`src/rtl/trap_sequencer.sv`:
```
// Machine-mode interrupt entry / mret return sequencer: drains the pipeline,
// pulses csr_reg trap/return actions and hands the new PC to fetch.
module trap_sequencer #(
  parameter int DRAIN_TIMEOUT = 64,
  parameter bit VECTORED_EN   = 1'b1
) (
  input  logic        clk,
  input  logic        reset_n,
  input  logic [31:0] mip,
  input  logic [31:0] mie,
  input  logic        mie_global,
  input  logic [31:0] mtvec,
  input  logic [31:0] mepc,
  input  logic        mret_req,
  input  logic        pipe_drained,
  input  logic [31:0] resume_pc,
  input  logic        redirect_ack,
  output logic        flush_req,
  output logic        int_action,
  output logic        ret_action,
  output logic        hw_int,
  output logic [4:0]  int_code,
  output logic [31:0] trap_pc,
  output logic        redirect_valid,
  output logic [31:0] redirect_pc,
  output logic        mret_done,
  output logic        busy,
  output logic        drain_timeout
);

  localparam int CW = $clog2(DRAIN_TIMEOUT) + 1;
  localparam logic [CW-1:0] TO_VAL = CW'(DRAIN_TIMEOUT);

  typedef enum logic [2:0] {S_IDLE, S_FLUSH, S_TAKE, S_RET, S_REDIR} state_t;
  typedef enum logic {K_TRAP, K_RET} kind_t;

  state_t        r_state;
  kind_t         r_kind;
  logic [CW-1:0] r_cnt;
  logic          r_flush_req;
  logic          r_int_action;
  logic          r_ret_action;
  logic          r_hw_int;
  logic [4:0]    r_int_code;
  logic [31:0]   r_trap_pc;
  logic          r_redirect_valid;
  logic [31:0]   r_redirect_pc;
  logic          r_drain_timeout;

  logic [31:0]   w_pend;
  logic          w_any;
  logic          w_irq_pend;
  logic [4:0]    w_irq_code;
  logic [31:0]   w_base;
  logic          w_vectored;
  logic [31:0]   w_target;
  logic          w_unused_pend;

  assign w_pend        = mip & mie;
  assign w_unused_pend = ^{w_pend[31:12], w_pend[10:8], w_pend[6:4], w_pend[2:0]};
  assign w_any         = w_pend[11] | w_pend[3] | w_pend[7];
  assign w_irq_pend    = mie_global & w_any;

  // Fixed priority: external > software > timer.
  always_comb begin
    w_irq_code = 5'd0;
    if (w_pend[11])     w_irq_code = 5'd11;
    else if (w_pend[3]) w_irq_code = 5'd3;
    else if (w_pend[7]) w_irq_code = 5'd7;
  end

  assign w_base     = {mtvec[31:2], 2'b00};
  assign w_vectored = VECTORED_EN && (mtvec[1:0] == 2'b01);
  assign w_target   = w_vectored ? (w_base + {25'd0, r_int_code, 2'b00}) : w_base;

  always_ff @(posedge clk or negedge reset_n) begin
    if (!reset_n) begin
      r_state          <= S_IDLE;
      r_kind           <= K_TRAP;
      r_cnt            <= '0;
      r_flush_req      <= 1'b0;
      r_int_action     <= 1'b0;
      r_ret_action     <= 1'b0;
      r_hw_int         <= 1'b0;
      r_int_code       <= 5'd0;
      r_trap_pc        <= 32'd0;
      r_redirect_valid <= 1'b0;
      r_redirect_pc    <= 32'd0;
      r_drain_timeout  <= 1'b0;
    end else begin
      r_int_action <= 1'b0;
      r_ret_action <= 1'b0;
      r_hw_int     <= 1'b0;
      case (r_state)
        S_IDLE: begin
          if (w_irq_pend) begin
            r_int_code  <= w_irq_code;
            r_kind      <= K_TRAP;
            r_flush_req <= 1'b1;
            r_cnt       <= '0;
            r_state     <= S_FLUSH;
          end else if (mret_req) begin
            r_kind      <= K_RET;
            r_flush_req <= 1'b1;
            r_cnt       <= '0;
            r_state     <= S_FLUSH;
          end
        end
        S_FLUSH: begin
          // The timeout only flags a stuck drain; the sequence keeps waiting.
          if (r_cnt != TO_VAL) begin
            r_cnt <= r_cnt + 1'b1;
            if (r_cnt + 1'b1 == TO_VAL) r_drain_timeout <= 1'b1;
          end
          if (pipe_drained) begin
            r_trap_pc <= resume_pc;
            if (r_kind == K_TRAP) begin
              r_int_action <= 1'b1;
              r_hw_int     <= 1'b1;
              r_state      <= S_TAKE;
            end else begin
              r_ret_action <= 1'b1;
              r_state      <= S_RET;
            end
          end
        end
        S_TAKE: begin
          r_redirect_pc    <= w_target;
          r_redirect_valid <= 1'b1;
          r_state          <= S_REDIR;
        end
        S_RET: begin
          r_redirect_pc    <= mepc;
          r_redirect_valid <= 1'b1;
          r_state          <= S_REDIR;
        end
        S_REDIR: begin
          if (redirect_ack) begin
            r_redirect_valid <= 1'b0;
            r_flush_req      <= 1'b0;
            r_state          <= S_IDLE;
          end
        end
        default: begin
          r_redirect_valid <= 1'b0;
          r_flush_req      <= 1'b0;
          r_state          <= S_IDLE;
        end
      endcase
    end
  end

  // mret_done must land in the ack cycle so the core can drop mret_req
  // before the FSM samples it again in IDLE.
  assign mret_done      = (r_state == S_REDIR) && redirect_ack && (r_kind == K_RET);
  assign busy           = (r_state != S_IDLE);
  assign flush_req      = r_flush_req;
  assign int_action     = r_int_action;
  assign ret_action     = r_ret_action;
  assign hw_int         = r_hw_int;
  assign int_code       = r_int_code;
  assign trap_pc        = r_trap_pc;
  assign redirect_valid = r_redirect_valid;
  assign redirect_pc    = r_redirect_pc;
  assign drain_timeout  = r_drain_timeout;

endmodule

```
`config.mk`:
```
export PLATFORM = sky130hd
export DESIGN_NAME = trap_sequencer
export DESIGN_NICKNAME = d
export VERILOG_FILES = /design/src/rtl/trap_sequencer.sv
export SDC_FILE = /design/constraint.sdc
export NUM_CORES = 1
export LEC_CHECK = 0
export ABC_CLOCK_PERIOD_IN_PS = 4500
export CAP_MARGIN = 10
export CORE_UTILIZATION = 43
export DETAILED_ROUTE_END_ITERATION = 12
export PLACE_DENSITY = 0.86
export SLEW_MARGIN = 20
export SYNTH_ARGS = -nofsm -noshare
export SYNTH_HDL_FRONTEND = slang
export SYNTH_SLANG_ARGS = --single-unit
```
`constraint.sdc`:
```
create_clock -name clk -period 4.5 [get_ports clk]
set_input_delay 0.675 -clock clk [delete_from_list [all_inputs] [get_ports clk]]
set_output_delay 0.675 -clock clk [all_outputs]
set_load 0.02 [all_outputs]
```
==> out/metrics.yaml, run 1 <==
sta:
  layout_setup_ws_ns: 1.65
  hold_slack_ns: 0.346
  final-setup-viol-count: 0
  grt_setup_unrepaired: "no"
  fin_tns_setup_ns: 0
  slew_violations: 0
  worst_clock_skew_ns: 0.0140
  slew_headroom_pct: 43.1
  clock.fmax_ghz: 0.351
  tightest_slew_ns: 0.851
  hold_viol_final: 0
  fin_crit_ns: 2.85
  post-route-period-util_pct: 63.3
synthesis:
  syn_area_um2: 4510
  yosysSeqAreaShare_pct: 46.0
  synth_warnings: 0
  syn-mean-instance-area_um2: 9.96
  ys_seq_elements: 83
  synth-edff-count: 0
  async_flop_share_pct: 100
  synth_fp_nets: 627
  ys.flop_type: "dfrtp_1"
  yosysUniqueCellTypes: 54
  synth_cells: 453
cells_and_area:
  layout_commonest_cell: "clkdlybuf4s50_1"
  drive_gt1_share_pct: 11.3
  design_area_um2: 6640
  layout.nets: 798
  final_cell_mix: "clkdlybuf4s50_1, dfrtp_1, nand2_1"
  syn_to_final_growth_pct: 47.0
  antenna_cells: 0
pwr:
  power.density_nw_per_um2: 615
  seq_power_share_pct: 31.8
  internal_power_mw: 2.40
  combPwrFrac_pct: 54.4
  clkPwrFrac_pct: 13.8
  switchingPower_mw: 1.69
  p_leak_nw: 2.74
  p_sw_share_pct: 41.3
  ir_worst_vdd_mv: 0.367
route:
  wl_met3_um: 869
  drc: 2
  wire_per_inst_um: 17.2
  via_per_inst: 5.47
  drt-total-wl_um: 13200
  top_layer_used: "met4"
  wl_met2_um: 6400
  drt-pass1-iter-count: 11
  vias: 4187
  drtAntennaViolNets: 0
  dr.first_iter.drc_count: 215
  drt-met1-wl_um: 5540
die:
  initial_core_util_pct: 44.1
  dieArea_um2: 10900
  core_area_um2: 10200
  num_rows: 37
  die_x_um: 104
  die_h_um: 104
  io_pins: 243
run_status:
  status: "complete, but fails checks"
  violations: "design-rule violations"
grt:
  grt_pass1_vias: 4222
  grt_pass1_wl_um: 21100
  antenna_found_initial: 0
  grt.total_usage_pct: 24.7
  grt_max_degree: 84
  grt-ovfl-total: 0
cts:
  cts.repair.resized: 0
  tritoncts: "done"
  clk_pin_slew_worst_paths_ns: 0.09
  post_cts.repair.setup_buffers: 0
  htreeDepth: 3
  cts_max_path_buffers: 2
  root_buffer: "clkbuf_8"
  clkLatencyLatePin_ns: 0.36
  numCtsBuffers: 9
  cts_sinks: 83
  hold_buffers: 0
job:
  cap_violations: 0
place:
  placed_cell_area_um2: 6420
  dpl_worst_slack_ns: 1.30
  io_buffer_count: 183
  gp_congestion: 0.918
  dp_hpwl_um: 9690
worst_setup_path:
  critPathLaunchType: "input pin"
  cp.arrival_ns: 3.08
  path_max_fanout: 10
  cp-end-kind: "flop"
  required_ns: 4.73
  crit_type: "input pin to flop"
hold_path:
  hold_class: "input pin to asynchronous set/reset pin"
-- area by class of cell --
| class | count | area [um2] |
|---|---|---|
| inverter | 14 | 52.6 |
| clock buffer | 10 | 138 |
| sequential | 83 | 2080 |
| timing repair buffer | 188 | 1870 |
| multi-input combinational | 328 | 2260 |
| tap | 136 | 170 |
| clock inverter | 6 | 71.3 |
| fill | 821 | 3590 |
-- cells by family after synthesis --
kind of cell	share of synthesized area, %
AO/OA/AOI/OAI	11.9
XOR/XNOR	4.08
adder cells (fa/ha/maj)	2.38
buffers and inverters	4.16
flip-flops	46.0
multiplexers	9.79
other	0.0831
AND/OR/NAND/NOR	21.6
-- through the flow --
stage               util, %  instances  total power, mW
floorplan                 -        453             2.50
global placement       62.8        749             3.44
detailed placement     62.8        749             3.52
CTS                    64.8        765             4.10
global route           64.9        765             4.33
finish                 64.9        765             4.08
-- cell usage after synthesis (3+ instances only) --
master | instances | area (um2)
and3_1 | 15 | 93.8
nor3_1 | 10 | 50.1
dfrtp_1 | 83 | 2080
nand3_1 | 20 | 100
xor2_1 | 3 | 26.3
buf_2 | 6 | 30.0
nor4_1 | 4 | 25.0
o22ai_1 | 10 | 62.6
buf_4 | 4 | 30.0
inv_1 | 14 | 52.6
and2_1 | 5 | 31.3
nand4_1 | 6 | 37.5
mux2i_1 | 7 | 70.1
nor2b_1 | 3 | 18.8
o21ai_0 | 25 | 125
nand2_1 | 37 | 139
ha_1 | 7 | 87.6
a21oi_1 | 33 | 165
nor4_2 | 3 | 37.5
clkbuf_1 | 17 | 63.8
mux2_2 | 33 | 372
nor4_4 | 4 | 85.1
a31oi_1 | 4 | 25.0
xnor2_1 | 18 | 158
or3_1 | 6 | 37.5
a21o_1 | 3 | 22.5
nand2b_1 | 5 | 31.3
nor2_1 | 33 | 124
-- power by group through the flow --
| stage | sequential [mW] | clock (mW) | combinational, mW |
|---|---|---|---|
| 2_1_floorplan | 1.65 | 0 | 0.847 |
| 4_1_cts | 1.30 | 0.584 | 2.22 |
| 3_3_place_gp | 1.29 | 0 | 2.15 |
| 3_5_place_dp | 1.31 | 0 | 2.21 |
| 5_1_grt | 1.34 | 0.619 | 2.37 |
| 6_report | 1.30 | 0.565 | 2.22 |
-- path summary, 6_finish.rpt --
kind / startpoint / end / slack, ns / depth (start not counted)
max in group asynchronous: reset_n / r_cnt[1] / 3.61 / 1
hold / removal: reset_n / trap_pc[20] / 0.35 / 1
setup / recovery: mtvec[2] / redirect_pc[16] / 1.65 / 8
min in group clk: drain_timeout / drain_timeout / 0.48 / 2
setup reg to reg: int_code[1] / redirect_pc[16] / 1.88 / 7
hold reg to reg: drain_timeout / drain_timeout / 0.48 / 2
-- flip-flops by register name, summed over array words and instances, names as in the netlist --
register / count
flush_req: 1
redirect_pc: 32
r_kind: 1
r_cnt: 7
int_code: 3
redirect_valid: 1
hw_int: 1
drain_timeout: 1
trap_pc: 32
r_state: 3
ret_action: 1
-- worst max-delay path, stage by stage --
cell             delay, ns
clkdlybuf4s50_1       0.42
ha_1                  0.25
fa_1                  0.41
a21o_1                0.23
a21oi_2               0.57
nor4_1                0.17
mux2i_1               0.25
nand3_1               0.10
-- per-layer routing --
layer / track usage [%] / vias up
li1: - / 1953
met1: 31.2 / 2011
met2: 41.5 / 197
met3: 4.20 / 26
met4: 10.7 / 0
met5: 0 / -
No activity file was read; power rests on OpenSTA's default activity.
==> run 2, diff against run 1 <==
--- a/config.mk
+++ b/config.mk
@@ -5,11 +5,11 @@
 export SDC_FILE = /design/constraint.sdc
 export NUM_CORES = 1
 export LEC_CHECK = 0
-export ABC_CLOCK_PERIOD_IN_PS = 4500
+export ABC_CLOCK_PERIOD_IN_PS = 2700
 export CAP_MARGIN = 10
-export CORE_UTILIZATION = 43
+export CORE_UTILIZATION = 40
 export DETAILED_ROUTE_END_ITERATION = 12
-export PLACE_DENSITY = 0.86
+export PLACE_DENSITY = 0.81
 export SLEW_MARGIN = 20
 export SYNTH_ARGS = -nofsm -noshare
 export SYNTH_HDL_FRONTEND = slang
==> constraint.sdc (replaced) <==
create_clock -name clk -period 2.7 [get_ports clk]
set_input_delay 0.405 -clock clk [delete_from_list [all_inputs] [get_ports clk]]
set_output_delay 0.405 -clock clk [all_outputs]
set_load 0.02 [all_outputs]
==> run 2 against run 1 <==
The flow now finishes without violations. Final cell count increased by 1.4%. Via count shrank 1.2%. Die area up 7.4%. Critical endpoint is now redirect_pc[22]. Largest cell class unchanged.
==> out/metrics.yaml, run 2 (synthesis gave the netlist of run 1 again) <==
grt:
  grt.total_usage_pct: 22.6  # was 24.7%
  grt_pass1_vias: 4083  # was 4,222
  gr-usage-met1_pct: 28.4  # was 31.2%
  grt_busiest_layer: "met2"  # unchanged
  grt_pass1_wl_um: 20300  # was 21,100 um
  antenna_found_initial: 0  # unchanged
  grtUsageMet3_pct: 3.74  # was 4.20%
  grt_max_degree: 55  # was 84
  use_met2_pct: 38.3  # was 41.5%
  grt-ovfl-total: 0  # unchanged
cells_and_area:
  layout_commonest_cell: "clkdlybuf4s50_1"  # unchanged
  layout.nets: 805  # was 798
  syn_to_final_growth_pct: 50.7  # was 47.0%
  drive_gt1_share_pct: 12.3  # was 11.3%
  antenna_cells: 0  # unchanged
  design_area_um2: 6800  # was 6640 um2
  final_cell_mix: "clkdlybuf4s50_1, dfrtp_1, nand2_1"  # unchanged
  nFillCells: 947  # was 821
sta:
  final-setup-viol-count: 0  # unchanged
  fin_crit_ns: 2.36
  grt_setup_unrepaired: "no"  # unchanged
  post-route-period-util_pct: 87.3
  worst_clock_skew_ns: 0.00432  # was 0.0140 ns
  hold_slack_ns: 0.119  # was 0.346 ns
  fin_tns_setup_ns: 0  # unchanged
  tightest_slew_ns: 0.726  # was 0.851 ns
  clock.fmax_ghz: 0.424
  slew_headroom_pct: 51.6  # was 43.1%
  hold_viol_final: 0  # unchanged
  layout_setup_ws_ns: 0.344  # was 1.65 ns
  slew_violations: 0  # unchanged
worst_setup_path:
  path_max_fanout: 8  # was 10
  cp-end-kind: "flop"  # unchanged
  crit_type: "flop to flop"  # was input pin to flop
  required_ns: 2.91  # was 4.73 ns
  cp.arrival_ns: 2.56  # was 3.08 ns
  critPathLaunchType: "flop"  # was input pin
cts:
  root_buffer: "clkbuf_16"  # was clkbuf_8
  htreeDepth: 3  # unchanged
  cts_sinks: 83  # unchanged
  tritoncts: "done"  # unchanged
  post_cts.repair.setup_buffers: 0  # unchanged
  numCtsBuffers: 9  # unchanged
  cts.repair.resized: 0  # unchanged
  clkLatencyLatePin_ns: 0.34  # was 0.36 ns
  hold_buffers: 0  # unchanged
  cts_max_path_buffers: 2  # unchanged
  clk_pin_slew_worst_paths_ns: 0.06  # was 0.09 ns
route:
  drt-pass1-iter-count: 4  # was 11
  wire_per_inst_um: 16.5  # was 17.2 um
  drtAntennaViolNets: 0  # unchanged
  drc: 0  # was 2
  vias: 4136  # was 4,187
  drt-total-wl_um: 12800  # was 13,200 um
  dr.first_iter.drc_count: 201  # was 215
  via_per_inst: 5.33  # was 5.47
pwr:
  p_total_mw: 7.13  # was 4.08 mW
  power.density_nw_per_um2: 1050  # was 615 nW/um2
  p_leak_nw: 2.83  # was 2.74 nW
  ir_worst_vdd_mv: 0.531  # was 0.367 mV
place:
  gp_congestion: 0.876  # was 0.918
  dp_hpwl_um: 9660  # was 9690 um
  dpl_worst_slack_ns: 0.0611  # was 1.30 ns
  placed_cell_area_um2: 6490  # was 6420 um2
  io_buffer_count: 183  # unchanged
run_status:
  status: "finished clean"  # was complete, but fails checks
die:
  io_pins: 243  # unchanged
  dieArea_um2: 11700  # was 10,900 um2
  num_rows: 38  # was 37
  die_h_um: 108  # was 104 um
  initial_core_util_pct: 41.3  # was 44.1%
  core_area_um2: 10900  # was 10,200 um2
  die_x_um: 108  # was 104 um
job:
  cap_violations: 0  # unchanged
hold_path:
  hold_class: "input pin to asynchronous set/reset pin"  # unchanged
run 2: per-stage QoR:
stage                     cells  util [%]
after floorplan             453         -
after global placement      760      59.4
after detailed placement    760      59.4
after CTS                   776      62.2
after global routing        776      62.2
final                       776      62.2
run 2: metal layers:
| layer | wire (um) | vias up | part of all wire [%] |
|---|---|---|---|
| li1 | - | 1976 | - |
| met1 | 5530 | 1980 | 43 |
| met2 | 6250 | 153 | 49 |
| met3 | 629 | 27 | 4.9 |
| met4 | 368 | 0 | 2.9 |
| met5 | 0 | - | 0 |
run 2: critical path, stage by stage, from the launching register on:
cell	delay, ns
dfrtp_1	0.48
ha_1	0.27
fa_1	0.41
a21o_1	0.22
a21oi_2	0.19
buf_4	0.21
nor4_2	0.07
xnor2_1	0.24
o22ai_1	0.11
run 2: where the power goes:
part / switching (mW) / total, mW / internal (mW)
sequential: 0.372 / 2.19 / 1.81
clock: 0.544 / 1.28 / 0.735
combinational: 1.91 / 3.67 / 1.75
run 2: worst paths after layout:
kind / startpoint / end / slack, ns / cells after the start
worst max-delay path: int_code[1] / redirect_pc[22] / 0.34 / 8
min in group clk: redirect_pc[0] / redirect_pc[0] / 0.47 / 2
worst min-delay path: reset_n / trap_pc[9] / 0.12 / 1
worst max register to register: int_code[1] / redirect_pc[22] / 0.34 / 8
max in group asynchronous: reset_n / redirect_pc[14] / 1.97 / 2
worst min register to register: redirect_pc[0] / redirect_pc[0] / 0.47 / 2
run 2: final cells by class:
cell class	count	area [um2]	area share (%)
flip-flops and latches	83	2080	30.5
multi-input cells	328	2260	33.2
well taps	140	175	2.58
repair buffers	195	1930	28.4
clock buffers	9	225	3.31
inverters	14	52.6	0.773
clock inverters	7	81.3	1.20
